<file path="config.mk">
export PLATFORM = sky130hd
export DESIGN_NAME = jailbreak_hs_sequencer
export DESIGN_NICKNAME = d
export VERILOG_FILES = /design/src/rtl/jailbreak_hs_sequencer.sv
export SDC_FILE = /design/constraint.sdc
export NUM_CORES = 1
export LEC_CHECK = 0
export ABC_AREA = 1
export CORE_MARGIN = 2
export CORE_UTILIZATION = 43
export DETAILED_ROUTE_END_ITERATION = 6
export PLACE_DENSITY = 0.79
export SETUP_SLACK_MARGIN = 0.3
export SLEW_MARGIN = 20
export SYNTH_ARGS = -nofsm -noshare
export SYNTH_HDL_FRONTEND = slang
export SYNTH_SLANG_ARGS = --single-unit
</file>
<file path="constraint.sdc">
create_clock -name clk -period 4.42 [get_ports clk]
set_clock_uncertainty 0.05 [all_clocks]
set_input_delay 0.663 -clock clk [delete_from_list [all_inputs] [get_ports clk]]
set_output_delay 0.663 -clock clk [all_outputs]
set_load 0.01 [all_outputs]
</file>
<file path="src/rtl/jailbreak_hs_sequencer.sv">
// Halts the Jailbreak CPU and moves a block of bytes between the bridge byte streams and
// the core's high-score RAM port. Optional abort/aborted ports: define JB_HS_SEQ_ABORT_EN.
module jailbreak_hs_sequencer #(
  parameter int ADDR_WIDTH   = 12,
  parameter int LEN_WIDTH    = 13,
  parameter int HALT_SETTLE  = 4,
  parameter int READ_LATENCY = 2
) (
  input  logic                  clk,
  input  logic                  reset,
`ifdef JB_HS_SEQ_ABORT_EN
  input  logic                  abort,
  output logic                  aborted,
`endif
  input  logic                  req_valid,
  output logic                  req_ready,
  input  logic                  req_write,
  input  logic [ADDR_WIDTH-1:0] req_addr,
  input  logic [LEN_WIDTH-1:0]  req_len,
  input  logic                  wr_valid,
  output logic                  wr_ready,
  input  logic [7:0]            wr_data,
  output logic                  rd_valid,
  input  logic                  rd_ready,
  output logic [7:0]            rd_data,
  output logic [ADDR_WIDTH-1:0] hs_address,
  output logic [7:0]            hs_data_in,
  input  logic [7:0]            hs_data_out,
  output logic                  hs_write_enable,
  output logic                  hs_access_write,
  output logic                  processor_halt,
  output logic                  busy,
  output logic                  done,
  output logic                  error
);

  localparam int CNT_MAX = (HALT_SETTLE > READ_LATENCY) ? HALT_SETTLE : READ_LATENCY;
  localparam int CNT_W   = $clog2(CNT_MAX + 1);
  // Wide enough that addr+len can never wrap, whatever the length field carries.
  localparam int SUM_W   = ((LEN_WIDTH > ADDR_WIDTH) ? LEN_WIDTH : ADDR_WIDTH) + 1;
  localparam logic [SUM_W-1:0] ADDR_SPAN   = SUM_W'(1) << ADDR_WIDTH;
  localparam logic [CNT_W-1:0] SETTLE_LOAD = CNT_W'(HALT_SETTLE - 1);
  localparam logic [CNT_W-1:0] RDLAT_LOAD  = CNT_W'(READ_LATENCY - 1);

  typedef enum logic [2:0] {
    S_IDLE,
    S_HALT,
    S_ACCESS,
    S_RWAIT,
    S_EMIT,
    S_DONE
  } state_t;

  state_t                state_q, state_d;
  logic [CNT_W-1:0]      cnt_q, cnt_d;
  logic [ADDR_WIDTH-1:0] addr_q, addr_d;
  logic [LEN_WIDTH-1:0]  rem_q, rem_d;
  logic                  write_q, write_d;
  logic [7:0]            rd_data_q, rd_data_d;
  logic                  rd_valid_q, rd_valid_d;
  logic                  wr_ready_q, wr_ready_d;
  logic                  halt_q, halt_d;
  logic                  acc_wr_q, acc_wr_d;
  logic                  busy_q, busy_d;
  logic                  req_ready_q, req_ready_d;
  logic                  done_q, done_d;
  logic                  error_q, error_d;

  logic                  abort_in;
  logic                  abort_take;
  logic                  in_xfer;
  logic [SUM_W-1:0]      end_addr;

`ifdef JB_HS_SEQ_ABORT_EN
  logic                  aborted_q, aborted_d;
  assign abort_in = abort;
`else
  assign abort_in = 1'b0;
`endif

  assign end_addr = SUM_W'(req_addr) + SUM_W'(req_len);

  always_comb begin
    state_d    = state_q;
    cnt_d      = cnt_q;
    addr_d     = addr_q;
    rem_d      = rem_q;
    write_d    = write_q;
    rd_data_d  = rd_data_q;
    error_d    = 1'b0;
    abort_take = abort_in && (state_q inside {S_HALT, S_ACCESS, S_RWAIT, S_EMIT});

    case (state_q)
      S_IDLE: begin
        if (req_valid) begin
          write_d = req_write;
          addr_d  = req_addr;
          rem_d   = req_len;
          if (req_len == '0) begin
            state_d = S_DONE;
          end else if (end_addr > ADDR_SPAN) begin
            error_d = 1'b1;
          end else begin
            state_d = S_HALT;
            cnt_d   = SETTLE_LOAD;
          end
        end
      end
      S_HALT: begin
        if (cnt_q == '0) begin
          state_d = S_ACCESS;
        end else begin
          cnt_d = cnt_q - CNT_W'(1);
        end
      end
      S_ACCESS: begin
        if (write_q) begin
          if (wr_valid) begin
            addr_d = addr_q + ADDR_WIDTH'(1);
            rem_d  = rem_q - LEN_WIDTH'(1);
            if (rem_q == LEN_WIDTH'(1)) begin
              state_d = S_DONE;
            end
          end
        end else begin
          state_d = S_RWAIT;
          cnt_d   = RDLAT_LOAD;
        end
      end
      S_RWAIT: begin
        if (cnt_q == '0) begin
          rd_data_d = hs_data_out;
          state_d   = S_EMIT;
        end else begin
          cnt_d = cnt_q - CNT_W'(1);
        end
      end
      S_EMIT: begin
        if (rd_ready) begin
          addr_d  = addr_q + ADDR_WIDTH'(1);
          rem_d   = rem_q - LEN_WIDTH'(1);
          state_d = (rem_q == LEN_WIDTH'(1)) ? S_DONE : S_ACCESS;
        end
      end
      S_DONE: begin
        state_d = S_IDLE;
      end
      default: begin
        state_d = S_IDLE;
      end
    endcase

    if (abort_take) begin
      state_d = S_DONE;
    end

    // Status outputs are decoded from the next state so they register in step with it.
    in_xfer     = state_d inside {S_HALT, S_ACCESS, S_RWAIT, S_EMIT};
    halt_d      = in_xfer;
    acc_wr_d    = in_xfer && write_d;
    busy_d      = (state_d != S_IDLE);
    req_ready_d = (state_d == S_IDLE);
    done_d      = (state_d == S_DONE);
    rd_valid_d  = (state_d == S_EMIT);
    wr_ready_d  = (state_d == S_ACCESS) && write_d;
`ifdef JB_HS_SEQ_ABORT_EN
    aborted_d   = abort_take;
`endif
  end

  always_ff @(posedge clk) begin
    if (reset) begin
      state_q     <= S_IDLE;
      cnt_q       <= '0;
      addr_q      <= '0;
      rem_q       <= '0;
      write_q     <= 1'b0;
      rd_data_q   <= 8'h00;
      rd_valid_q  <= 1'b0;
      wr_ready_q  <= 1'b0;
      halt_q      <= 1'b0;
      acc_wr_q    <= 1'b0;
      busy_q      <= 1'b0;
      req_ready_q <= 1'b1;
      done_q      <= 1'b0;
      error_q     <= 1'b0;
`ifdef JB_HS_SEQ_ABORT_EN
      aborted_q   <= 1'b0;
`endif
    end else begin
      state_q     <= state_d;
      cnt_q       <= cnt_d;
      addr_q      <= addr_d;
      rem_q       <= rem_d;
      write_q     <= write_d;
      rd_data_q   <= rd_data_d;
      rd_valid_q  <= rd_valid_d;
      wr_ready_q  <= wr_ready_d;
      halt_q      <= halt_d;
      acc_wr_q    <= acc_wr_d;
      busy_q      <= busy_d;
      req_ready_q <= req_ready_d;
      done_q      <= done_d;
      error_q     <= error_d;
`ifdef JB_HS_SEQ_ABORT_EN
      aborted_q   <= aborted_d;
`endif
    end
  end

  // The strobe must coincide with the write handshake, so it is gated by wr_valid directly.
  assign hs_write_enable = wr_ready_q & wr_valid;
  assign hs_data_in      = hs_write_enable ? wr_data : 8'h00;
  assign hs_address      = addr_q;
  assign hs_access_write = acc_wr_q;
  assign processor_halt  = halt_q;
  assign wr_ready        = wr_ready_q;
  assign rd_valid        = rd_valid_q & ~abort_take;
  assign rd_data         = rd_data_q;
  assign req_ready       = req_ready_q;
  assign busy            = busy_q;
  assign done            = done_q;
  assign error           = error_q;
`ifdef JB_HS_SEQ_ABORT_EN
  assign aborted         = aborted_q;
`endif

endmodule

</file>
After elaboration in Yosys (flattened, before gate mapping)
Index checks and enable logic that the tools add are counted.
- add/subtract/negate cells: 4
- $mul: 0
- divide/modulo/power cells: 0
- order comparisons: 1
- equality and inequality tests: 18
- shifts and indexed selects: 0
- muxes and demuxes: 31
- bitwise operators: 3
- reductions and logical operators: 15
- operators with widths (operator ; count):
    2-to-1 mux 13 bit ; 4
    2-to-1 mux 12 bit ; 4
    2-to-1 mux 3 bit ; 15
    case mux 13 bit (3 select lines) ; 1
    case mux 12 bit (3 select lines) ; 1
    inequality test 2 bit, second input constant ; 8
    case mux 3 bit (5 select lines) ; 1
    adder 12 x 13 -> 14 bit ; 1
    greater-than comparator 14 x 13 -> 1 bit, second input constant ; 1
    equality test 13 x 1 -> 1 bit, second input constant ; 1
    zero test 13 bit ; 1
    subtractor 13 x 1 -> 13 bit, second input constant ; 1
    adder 12 x 1 -> 12 bit, second input constant ; 1
    equality test 3 x 2 -> 1 bit, second input constant ; 4
    equality test 3 bit, second input constant ; 3
    zero test 3 bit ; 3
    case mux 3 bit (3 select lines) ; 1
    nonzero test 3 bit ; 3
    2-to-1 mux 8 bit ; 1
    equality test 3 x 1 -> 1 bit, second input constant ; 2
    AND reduction 6 bit ; 1
    AND reduction 5 bit ; 1
    nonzero test 4 bit ; 1
    OR reduction 4 bit ; 1
    7 further kinds ; 11
- register bits after elaboration: 48
- latch bits: 0
- memory bits (writable): 0
- bits in read-only memories: 0
- input bits: 47
- output and inout port bits: 37
- logic and storage cells: 86
- memories kept: 0

Depth between registers and ports, before layout
- word-level depth: 9
- gate-level depth with buffers: 19
- depth with buffers taken out: 19

Worst setup path after synthesis
No wires, ideal clock.
- kind: input-to-reg
- start point: in req_addr[0]
- end point: reg acc_wr_q, in the netlist hs_access_write
- setup time: 114 ps
- arrival time: 2416 ps
- required time: 4256 ps
- path slack: 1840 ps
- stages: 18
- buffers on the path: 0
- cell sequence: ha_1 -> inv_1 -> fa_1 -> inv_1 -> nand2_1 -> nand2_1 -> and2_1 -> nand3_1 -> nand4_1 -> nand2_1 -> nor2_1 -> nand3_1 -> nand3_1 -> nand2_1 -> nand2_2 -> nand2_1 -> nor2_2 -> nor2_1
- cells in the longest elaborated chain, start to end: 9
- elaborated cells on any way between the ends: 12
- classes of those cells: 1 x add/sub; 1 x order compare; 4 x eq/ne; 4 x mux; 2 x reduce/logical
- ends and longest elaborated chain (what ; RTL line ; RTL):
    from (decl) ; 18 ; input logic [ADDR_WIDTH-1:0] req_addr,
    adder 12 x 13 -> 14 bit (*) ; 81 ; assign end_addr = SUM_W'(req_addr) + SUM_W'(req_len);
    greater-than comparator 14 x 13 -> 1 bit (*) ; 101 ; end else if (end_addr > ADDR_SPAN) begin
    2-to-1 mux 3 bit (*) ; 101 ;
    2-to-1 mux 3 bit (*) ; 99 ; if (req_len == '0) begin
    2-to-1 mux 3 bit (*) ; 95 ; if (req_valid) begin
    case mux 3 bit (5 select lines) (*) ; 93 ; case (state_q)
    equality test 3 x 1 -> 1 bit (tied with other cells) ; 158 ; in_xfer = state_d inside {S_HALT, S_ACCESS, S_RWAIT, S_EMIT};
    nonzero test 4 bit (*) ; 158 ;
    logical AND 1 bit (*) ; 160 ; acc_wr_d = in_xfer && write_d;
    to (signal assigned) ; 200 ; acc_wr_q <= acc_wr_d;
    to (decl) ; 63 ; logic acc_wr_q, acc_wr_d;
Every way passes the cells marked *; elsewhere a longest branch is shown, timed or not.
A chain may end at the register's enable or synchronous reset.

Final worst setup path
- start point: in req_len[0]
- end point: reg acc_wr_q, in the netlist hs_access_write
- cells in the longest elaborated chain, start to end: 9
- elaborated cells on any way between the ends: 13
- classes of those cells: 1 x add/sub; 1 x order compare; 4 x eq/ne; 4 x mux; 3 x reduce/logical
- ends and longest elaborated chain (what ; RTL line ; RTL):
    from (decl) ; 19 ; input logic [LEN_WIDTH-1:0] req_len,
    adder 12 x 13 -> 14 bit ; 81 ;
    greater-than comparator 14 x 13 -> 1 bit ; 101 ;
    2-to-1 mux 3 bit ; 101 ;
    2-to-1 mux 3 bit (*) ; 99 ;
    2-to-1 mux 3 bit (*) ; 95 ;
    case mux 3 bit (5 select lines) (*) ; 93 ;
    equality test 3 x 1 -> 1 bit (tied with other cells) ; 158 ;
    nonzero test 4 bit (*) ; 158 ;
    logical AND 1 bit (*) ; 160 ;
Marks and branches as above.

==> flow_summary_export.csv <==
group,metric,value,unit
grt,overflow,0,
sta,timing.max_slew.rel_slack,58.8,%
sta,rsz0062_at_grt,"no",
placed_design,io_buffers,83,
pwr,power_leakage,2.05,nW
min_path,hp-class,"flop to flop",
clock_tree,number_of_buffers_added_by_the_clock_tree_synthesis_step,5,
sta,max_slew.worst_pin.slew,0.618,ns
pwr,p_sw_share,39.6,%
synthesis,synthesis.area_per_instance,6.15,um^2
grt,antenna_found_initial,0,
clock_tree,clk_transition_reported_paths,0.08,ns
clock_tree,clock_tree.root_cell,"clkbuf_8",
pwr,vdd_ir_drop_max,0.152,mV
pwr,p_comb_share,43.9,%
sta,report.final.hold_viol_count,0,
sta,final.hold.worst_slack,0.416,ns
clock_tree,clkLatencyLatePin,0.30,ns
pwr,total_power,1.47,mW
finish,fin_util,57.5,%
pwr,power_density,328,nW/um^2
sta,min_period_over_period,70.4,%
finish,nFillCells,749,
clock_tree,postCtsHoldBufs,0,
floorplanning,die_area,8840,um^2
critical_path,required,4.57,ns
sta,slew_violations,0,
sta,clock.fmax,322,MHz
placed_design,dp_cells,741,
clock_tree,cts.sinks,48,
finish,drive_gt1_share,4.64,%
pwr,clock_power_share,18.3,%
critical_path,crit_path_max_fanout,4,
placed_design,final_wtd_congestion,0.928,
synthesis,yosysUniqueCellTypes,40,
pwr,power_report.internal_total,0.891,mW
grt,groute.usage.overall,22.8,%
clock_tree,tritoncts,"done",
finish,syn_to_final_growth,29.0,%
clock_tree,htree_levels,2,
critical_path,timing.critical_path.to_type,"flop",
sta,finalCriticalPeriod,3.11,ns
clock_tree,cts_post_setup_buffers_inserted,0,
run,cap_violations,0,
pwr,pwr-share-seq,37.8,%
routing,detail_route.iter0.violations,301,
floorplanning,rows,32,
floorplanning,fp.dieH,94.0,um
critical_path,cp_data_arrival_time,3.26,ns
run_status,status,"finished clean",
routing,drc,0,
sta,setup_tns,0,ns
floorplanning,floorplan.initialDensity,44.6,%
synthesis,syn-instance-count,566,
floorplanning,pin_count,84,
grt,grt_pass1_vias,3609,
routing,route.detailed.wl_per_inst,13.2,um
floorplanning,core,7810,um^2
synthesis,postSynthNetCount,631,
routing,totalWireLength,9.92,mm
finish,final_cells,749,
finish,antenna_cells,0,
clock_tree,cts_resized,0,
synthesis,synthesis.yosys.warnings,0,
synthesis,synth.cell_area,3480,um^2
clock_tree,ctsLongestPathBuffers,2,
finish,final_net_count,711,
placed_design,dpl.hpwl,7.78,mm
routing,route.antenna.remaining_nets,0,
sta,finalSetupViolCount,0,
synthesis,synth-seq-cells,48,
pwr,power.net_switching,0.583,mW
routing,viasPerCell,5.24,
synthesis,yosysSeqAreaShare,27.6,%
routing,route.vias.total,3926,
grt,grt_start_max_net_pins,33,
grt,wire_length_of_the_first_global_routing_pass,16.3,mm
critical_path,crit_path_start_kind,"input port",
routing,drtPass1Iterations,5,
floorplanning,die-width,94.0,um
critical_path,timing.setup.critical_path_class,"input port to flop",
==> cells in the final DEF, fill, tap and decap left out, types with 4 or more instances in the layout <==
cell / n
ha_1: 17
nor2_1: 86
a21oi_1: 33
o21ai_1: 6
a31oi_1: 7
a211oi_1: 6
xor2_1: 6
o21ai_0: 35
clkdlybuf4s50_1: 83
nand4_1: 13
nand3_1: 29
nand2_1: 135
clkbuf_8: 6
or2_2: 4
inv_1: 83
nand2_2: 4
inv_2: 5
nor3_1: 8
dfxtp_1: 48
==> critical path, stage by stage <==
cell	delay [ns]
clkdlybuf4s50_1	0.51
ha_1	0.22
inv_1	0.07
fa_1	0.40
inv_1	0.11
nand2_1	0.06
nand2_1	0.09
and2_1	0.16
xor2_1	0.07
nor2_1	0.09
nand2_1	0.06
nor2_1	0.11
nand3_1	0.11
nand3_1	0.10
nand2_1	0.09
nand2_2	0.11
nand2_1	0.07
nor2_2	0.10
nor2_1	0.05
==> cells by family (layout without fill, tap and decap cells) <==
family,count (synthesis),in the layout,synth area share (%)
compound gates,99,99,16.8
xor+xnor,8,8,2.01
fa+ha+maj,18,18,6.68
buf+inv,100,181,11.2
flops,48,48,27.6
simple gates,293,293,35.8
==> final timing paths <==
| kind | start | endpoint | slack [ns] | depth (start not counted) |
|---|---|---|---|---|
| hold reg to reg | cnt_q[2] | cnt_q[2] | 0.42 | 2 |
| setup reg to reg | state_q[2] | rem_q[12] | 1.42 | 9 |
| hold / removal | cnt_q[2] | cnt_q[2] | 0.42 | 2 |
| setup / recovery | req_len[0] | hs_access_write | 1.31 | 19 |
==> flip-flops by register name, indices dropped and copies added (netlist names) <==
signal	cells
rd_valid	1
rem_q	13
processor_halt	1
write_q	1
wr_ready	1
state_q	3
cnt_q	3
req_ready	1
error	1
busy	1
hs_address	12
rd_data	8
done	1
hs_access_write	1
==> layer usage <==
layer  wire [um]  track usage (%)
met1        4520             30.9
met2        4700             38.6
met3         534             2.41
met4         163             6.04
met5           0                0
==> stage by stage <==
step | area [um^2] | setup WS (ns)
global placement | 4400 | 1.14
floorplan | 3480 | 1.84
detailed placement | 4400 | 1.01
CTS | 4490 | 1.32
global route | 4490 | 1.03
finish | 4490 | 1.31
==> area by class of cell <==
cell class / count / area [um^2] / area share, %
Clock buffer: 7 / 86.3 / 1.92
Clock inverter: 1 / 7.51 / 0.167
Inverter: 88 / 330 / 7.35
Multi-Input combinational cell: 418 / 2130 / 47.5
Sequential cell: 48 / 961 / 21.4
Tap cell: 102 / 128 / 2.84
Timing Repair Buffer: 85 / 846 / 18.8
==> cells in the mapped netlist (all sizes together) <==
cell type	instances	area (um^2)
a211oi	7	57.6
a21oi	33	165
a221oi	3	50.1
a311oi	1	8.76
a31oi	7	43.8
and2	2	12.5
buf	5	32.5
clkbuf	7	26.3
dfxtp	48	961
fa	1	20.0
ha	17	213
inv	88	330
nand2	139	532
nand3	32	175
nand3b	1	7.51
nand4	13	81.3
nor2	88	335
nor3	8	40.0
nor4	3	18.8
o211ai	3	22.5
o21ai	41	205
o21bai	1	7.51
o22ai	1	6.26
o311ai	1	8.76
o32ai	1	8.76
or2	7	43.8
xnor2	2	17.5
xor2	6	52.6
==> power by group through the flow <==
stage	Combinational, mW	Sequential, mW	Clock [mW]
detailed placement	0.638	0.565	0
floorplan	0.416	0.569	0
global route	0.721	0.566	0.293
global placement	0.623	0.562	0
finish	0.647	0.556	0.270
CTS	0.642	0.556	0.274
Power figures use the tool's default switching activity.
